## src/rtl/io_trap_ctrl.sv

```systemverilog
// ---------------------------------------------------------------------------
// io_trap_ctrl
//
// I/O trap controller for the Nabu MegaMapper CPLD. When user code performs
// an I/O cycle to a port whose 16-port group is masked, the physical access
// is suppressed (io_block), the port/data/direction are latched and an NMI
// pulse is sent to the supervisor. The trap is released when the opcode
// tracker reports RETN via a rising edge of last_isr_untrap.
//
// Optional feature macro: TRAP_IN_FAKE_EN
//   defined     : a trapped IN cycle reads 8'hFF (data_oe=1 during CAPTURE)
//   not defined : a trapped IN cycle leaves the bus floating
//
// Parameters:
//   CTRL_PORT   base of the 5-port supervisor window (CTRL_PORT..CTRL_PORT+4)
//   NMI_CYCLES  nmi_n low pulse width in clk cycles (1..255)
//
// Ports:
//   clk, rst_n                 clock, synchronous active-low reset
//   iorq_n, rd_n, wr_n, m1_n   Z80 bus strobes (already synchronous to clk)
//   addr[7:0], data_in[7:0]    Z80 address (A7..A0) and data bus
//   new_isr, last_isr_untrap,
//   io_direction               opcode tracker status (io_direction 1=IN)
//   ignore_next_isr            to opcode tracker
//   nmi_n                      Z80 NMI, active low
//   io_block                   suppresses physical I/O decode
//   trap_active                supervisor is handling a trap
//   data_out[7:0], data_oe     read-back data and its bus drive enable
//   dbg_state[1:0]             current FSM state (IDLE=0, CAPTURE=1,
//                              NMI=2, TRAPPED=3)
// ---------------------------------------------------------------------------
module io_trap_ctrl #(
    parameter logic [7:0] CTRL_PORT  = 8'h40,
    parameter int         NMI_CYCLES = 8
) (
    input  logic       clk,
    input  logic       rst_n,
    input  logic       iorq_n,
    input  logic       rd_n,
    input  logic       wr_n,
    input  logic       m1_n,
    input  logic [7:0] addr,
    input  logic [7:0] data_in,
    input  logic       new_isr,
    input  logic       last_isr_untrap,
    input  logic       io_direction,
    output logic       ignore_next_isr,
    output logic       nmi_n,
    output logic       io_block,
    output logic       trap_active,
    output logic [7:0] data_out,
    output logic       data_oe,
    output logic [1:0] dbg_state
);

    typedef enum logic [1:0] {
        IDLE    = 2'd0,
        CAPTURE = 2'd1,
        NMI     = 2'd2,
        TRAPPED = 2'd3
    } state_t;

    state_t      state_q, state_d;
    logic [15:0] mask_q, mask_d;
    logic [7:0]  trap_port_q, trap_port_d;
    logic [7:0]  trap_data_q, trap_data_d;
    logic        trap_dir_q, trap_dir_d;
    logic        dir_err_q, dir_err_d;
    logic [7:0]  nmi_cnt_q, nmi_cnt_d;
    logic [7:0]  data_out_q, data_out_d;
    logic        untrap_prev_q, untrap_prev_d;

    logic        io_cycle;
    logic [7:0]  win_off;
    logic        in_win;
    logic        win_rd;
    logic        untrap_edge;
    logic        fake_rd;

    // The opcode tracker's new_isr is not needed by this block.
    logic        unused_new_isr;
    assign unused_new_isr = new_isr;

    // Interrupt acknowledge (iorq_n=0, m1_n=0) is not an I/O cycle.
    assign io_cycle    = !iorq_n && m1_n;
    assign win_off     = addr - CTRL_PORT;
    assign in_win      = (win_off < 8'd5);
    assign win_rd      = (state_q == TRAPPED) && io_cycle && !rd_n &&
                         (win_off >= 8'd2) && (win_off <= 8'd4);
    assign untrap_edge = last_isr_untrap && !untrap_prev_q;

    always_comb begin
        state_d       = state_q;
        mask_d        = mask_q;
        trap_port_d   = trap_port_q;
        trap_data_d   = trap_data_q;
        trap_dir_d    = trap_dir_q;
        dir_err_d     = dir_err_q;
        nmi_cnt_d     = nmi_cnt_q;
        data_out_d    = 8'h00;
        untrap_prev_d = last_isr_untrap;

        case (state_q)
            IDLE: begin
                if (io_cycle && mask_q[addr[7:4]]) begin
                    state_d = CAPTURE;
                end
            end
            CAPTURE: begin
                if (iorq_n) begin
                    state_d   = NMI;
                    nmi_cnt_d = 8'd0;
                end
            end
            NMI: begin
                if (nmi_cnt_q == 8'(NMI_CYCLES - 1)) begin
                    state_d = TRAPPED;
                end else begin
                    nmi_cnt_d = nmi_cnt_q + 8'd1;
                end
            end
            TRAPPED: begin
                if (untrap_edge) begin
                    state_d = IDLE;
                end
                if (io_cycle && !wr_n) begin
                    if (win_off == 8'd0) mask_d[7:0]  = data_in;
                    if (win_off == 8'd1) mask_d[15:8] = data_in;
                end
                if (win_rd) begin
                    case (win_off)
                        8'd2:    data_out_d = trap_port_q;
                        8'd3:    data_out_d = trap_data_q;
                        default: data_out_d = {5'b0, dir_err_q, trap_dir_q, 1'b1};
                    endcase
                end
            end
        endcase

        // Capture the trapped access on the detecting clock and on every
        // following clock of the same cycle, so the last sampled bus values win.
        if ((state_q == IDLE && state_d == CAPTURE) ||
            (state_q == CAPTURE && io_cycle)) begin
            trap_port_d = addr;
            trap_dir_d  = io_direction;
            trap_data_d = !wr_n ? data_in : 8'h00;
            dir_err_d   = (io_direction != !rd_n);
        end
    end

    always_ff @(posedge clk) begin
        if (!rst_n) begin
            state_q       <= TRAPPED;
            mask_q        <= 16'h0000;
            trap_port_q   <= 8'h00;
            trap_data_q   <= 8'h00;
            trap_dir_q    <= 1'b0;
            dir_err_q     <= 1'b0;
            nmi_cnt_q     <= 8'h00;
            data_out_q    <= 8'h00;
            // Treat the line as already high so a level held across reset
            // is never mistaken for a RETN edge.
            untrap_prev_q <= 1'b1;
        end else begin
            state_q       <= state_d;
            mask_q        <= mask_d;
            trap_port_q   <= trap_port_d;
            trap_data_q   <= trap_data_d;
            trap_dir_q    <= trap_dir_d;
            dir_err_q     <= dir_err_d;
            nmi_cnt_q     <= nmi_cnt_d;
            data_out_q    <= data_out_d;
            untrap_prev_q <= untrap_prev_d;
        end
    end

`ifdef TRAP_IN_FAKE_EN
    assign fake_rd  = (state_q == CAPTURE) && io_cycle && !rd_n;
    assign data_out = fake_rd ? 8'hFF : data_out_q;
`else
    assign fake_rd  = 1'b0;
    assign data_out = data_out_q;
`endif

    assign data_oe         = win_rd || fake_rd;
    assign io_block        = (state_q == CAPTURE) ||
                             ((state_q == TRAPPED) && io_cycle && in_win);
    assign nmi_n           = (state_q != NMI);
    assign trap_active     = (state_q == TRAPPED);
    assign ignore_next_isr = (state_q == CAPTURE) || (state_q == NMI);
    assign dbg_state       = state_q;

endmodule

```

## config.mk

```make
export PLATFORM = sky130hd
export DESIGN_NAME = io_trap_ctrl
export DESIGN_NICKNAME = d
export VERILOG_FILES = /design/src/rtl/io_trap_ctrl.sv
export SDC_FILE = /design/constraint.sdc
export NUM_CORES = 1
export LEC_CHECK = 0
export CAP_MARGIN = 20
export CORE_UTILIZATION = 50
export CTS_BUF_LIST = sky130_fd_sc_hd__clkbuf_2
export CTS_CLUSTER_SIZE = 10
export DETAILED_ROUTE_END_ITERATION = 10
export PLACE_DENSITY = 0.79
export SLEW_MARGIN = 20
export SYNTH_ARGS = -nofsm -noshare
export SYNTH_HDL_FRONTEND = slang
export SYNTH_SLANG_ARGS = --single-unit
```

## constraint.sdc

```tcl
create_clock -name clk -period 1.74 [get_ports clk]
set_input_delay 0.261 -clock clk [delete_from_list [all_inputs] [get_ports clk]]
set_output_delay 0.261 -clock clk [all_outputs]
set_load 0.01 [all_outputs]
```

==> results of run 1 <==
## per-layer routing
metal  vias up  track usage
li1       1137            -
met1      1117        0.316
met2        80        0.388
met3        14       0.0488
met4         0       0.0881
met5         -            0
## repair_timing
| action | 4_1_cts | 5_1_grt |
|---|---|---|
| endpoints found under the setup margin | 49 | 45 |
| buffers inserted | 10 | 6 |
| gates cloned | 2 | 0 |
| hold buffers | 0 | 0 |
| pin swaps | 14 | 9 |
| resized for setup | 67 | 32 |
## layout by cell type (no fill, tap or decap), types with 2 or more instances in the layout
cell type and n:
mux2i_1 47, nand3_1 2, xor2_1 6, ha_1 2, buf_12 2, a21oi_1 4, buf_4 42, dfxtp_4 2
and3_1 3, buf_6 10, clkdlybuf4s50_1 24, o21ai_1 4, nor3_1 2, nor2_1 19, nor2b_1 19, o21a_1 2
ha_4 5, nand2b_1 4, inv_6 3, dlygate4sd2_1 5, dfxtp_1 49, clkbuf_2 8, a211oi_1 2, nor2b_4 2
dfxtp_2 2, nand3_2 2, buf_2 3, nand3b_1 2, o211a_1 2, nand4_1 2, inv_2 2, nand2_1 39
nor4b_4 2
## cell type report
cell class,count,share of cell area
Tap cell,70,0.0234
Sequential cell,53,0.286
Inverter,5,0.00769
Multi-Input combinational cell,204,0.449
Clock buffer,6,0.00802
Clock inverter,2,0.00368
Timing Repair Buffer,91,0.222
## worst paths after layout
path,start,to,slack (ps),cells past startpoint
max,dbg_state[1],data_oe,-230,5
min,addr[5],trap_port_q[5],130,3
min reg2reg,trap_data_q[1],trap_data_q[1],480,2
max reg2reg,dbg_state[1],nmi_cnt_q[7],-190,11
## synthesized netlist by cell type (all sizes together), types with 2 or more instances
master / n
nor3: 2
dfxtp: 53
o21a: 2
nand4: 2
nand2: 41
mux2i: 48
nor2b: 21
o21ai: 4
a21oi: 5
ha: 7
and3: 3
a32o: 2
buf: 7
mux2: 2
inv: 5
a2111oi: 2
clkbuf: 7
nand3b: 2
a211oi: 4
nand3: 4
xor2: 6
nand2b: 4
nor2: 19
o211a: 2
nor4b: 3
## cell families (layout without fill, tap and decap cells)
kind of cell,after synthesis,after routing
AO/OA/AOI/OAI,31,31
XOR/XNOR,7,7
adder cells (fa/ha/maj),7,7
buffers and inverters,19,104
flip-flops,53,53
multiplexers,50,50
AND/OR/NAND/NOR,109,109
## per-stage QoR
stage               area, µm²   util  power [mW]
floorplan                2670      -        1.98
global placement         3340  0.658        2.45
detailed placement       3340  0.658        2.47
CTS                      3600  0.709        3.20
global route             3740  0.737        3.65
finish                   3740  0.737        3.50
## power breakdown
group	switching (mW)	internal, mW
clock	0.421	0.109
combinational	0.726	0.874
sequential	0.0644	1.31
total	1.21	2.29
## sequential cells by signal, indices dropped and copies added, names as in the netlist
signal,cells
dir_err_q,1
nmi_cnt_q,8
mask_q,16
trap_port_q,8
untrap_prev_q,1
dbg_state,2
trap_dir_q,1
data_out,8
trap_data_q,8
## worst max-delay path: stages, from the launching register on
cell and delay, ps:
dfxtp_4 430, ha_4 140, nand3b_1 140, nor2_1 160, o21a_1 210, buf_2 160
==> flow_summary.yaml, run 1 <==
grt:
  grt_pass1_wl_mm: 9.91
  grt_overflow_total: 0
  grt_pass1_vias: 2079
  antenna_found_initial: 0
  grt_max_degree: 26
  grt_use_total: 0.240
worst_setup_path:
  critPathLaunchType: "flip-flop"
  crit_fanout: 3
  worstPathRequired_ps: 1480
  endpoint_kind: "output pin"
  path_class: "reg -> out"
  cp.arrival_ps: 1700
cts:
  cts_max_level: 2
  cts.sinks: 53
  cts_tree: "built"
  clkLatencyLatePin_ps: 470
  clk_pin_slew_worst_paths_ps: 280
  cts_root_buffer: "clkbuf_2"
  numCtsBuffers: 5
  cts_buffer_depth: 2
flow_run:
  cap_violations: 0
synth:
  ys_warn_count: 0
  synth_top_area_frac: 0.403
  ys.flop_type: "dfxtp_1"
  synth_edf_count: 0
  synth_seq_area_share: 0.403
  synth_xor_area_frac: 0.0233
  netlist_area_um2: 2630
  syn-num-nets: 308
  syn_area_per_cell_um2: 9.54
  yosys.area_share.simple: 0.216
  muxShareOfSynthArea: 0.191
  synth-seq-cells: 53
  synth_top_area_cell: "dfxtp_1"
  netlist_top_cells_area: "dfxtp_1 (40%), mux2i_1 (18%), nand2_1 (5.8%)"
  synth_fa_ha_area_frac: 0.0333
  ys_types: 52
  syn-instance-count: 276
  synth_top_family_by_area: "simple AND/OR/NAND/NOR gates"
  synth_compound_area_frac: 0.0932
  synthArstFlopShare: 0
floorplanning:
  dieArea_um2: 5560
  rows: 26
  pin_count: 40
  core_area_um2: 5070
  die_w_um: 74.6
  die_h_um: 74.6
  start_util: 0.519
status:
  violations: "setup timing"
  status: "finished with violations"
routing:
  wl_mm: 6.88
  wl_met2_mm: 3.35
  drc: 0
  via_count: 2348
  routed.top_layer: "met4"
  dr.pass1.iters: 4
  vias_per_cell: 5.45
  wl_met1_mm: 3.06
  met3_length_um: 340
  dr.first_iter.drc_count: 140
  wl_per_cell_um: 16.0
  ant_nets: 0
sta:
  slew_headroom: 0.694
  max_slew.worst_pin.slew_ps: 455
  fin_worst_skew_ps: 16.0
  rsz0062_at_grt: "yes"
  finalMaxSlewViolations: 0
  fin_crit_ps: 1970
  fin_ws_ps: -226
  fin_setup_tns_ps: -3160
  setup_violations: 34
  whs_ps: 127
  fmax_mhz: 509
  final.period_utilization: 1.13
  hold_viol_final: 0
finish:
  drive_gt1_frac: 0.291
  multiInputGateArea_um2: 1680
  antenna_cells: 0
  stdcell_count: 431
  syn2layout_area_growth_pct: 42.2
  nFillCells: 346
  seq_area_um2: 1070
  nets: 392
power_and_ir_drop:
  powerDensity_nw_per_um2: 935
  p_leak_nw: 1.70
  vdd_drop_max_mv: 0.939
placement:
  place_ws_ps: -1030
  numPortBuffers: 38
  place.gp.congestion: 0.874
  dpl.cell_count: 407
  hpwl_mm: 4.32
hold_path:
  hold_class: "in -> reg"
Note: power is estimated with default switching activity, not from simulation.
==> run 2, diff against run 1 <==
GPL_ROUTABILITY_DRIVEN = 0   (was not set)
==> results of run 2 <==
No change in the layout: final DEF, timing and power equal those of run 1.
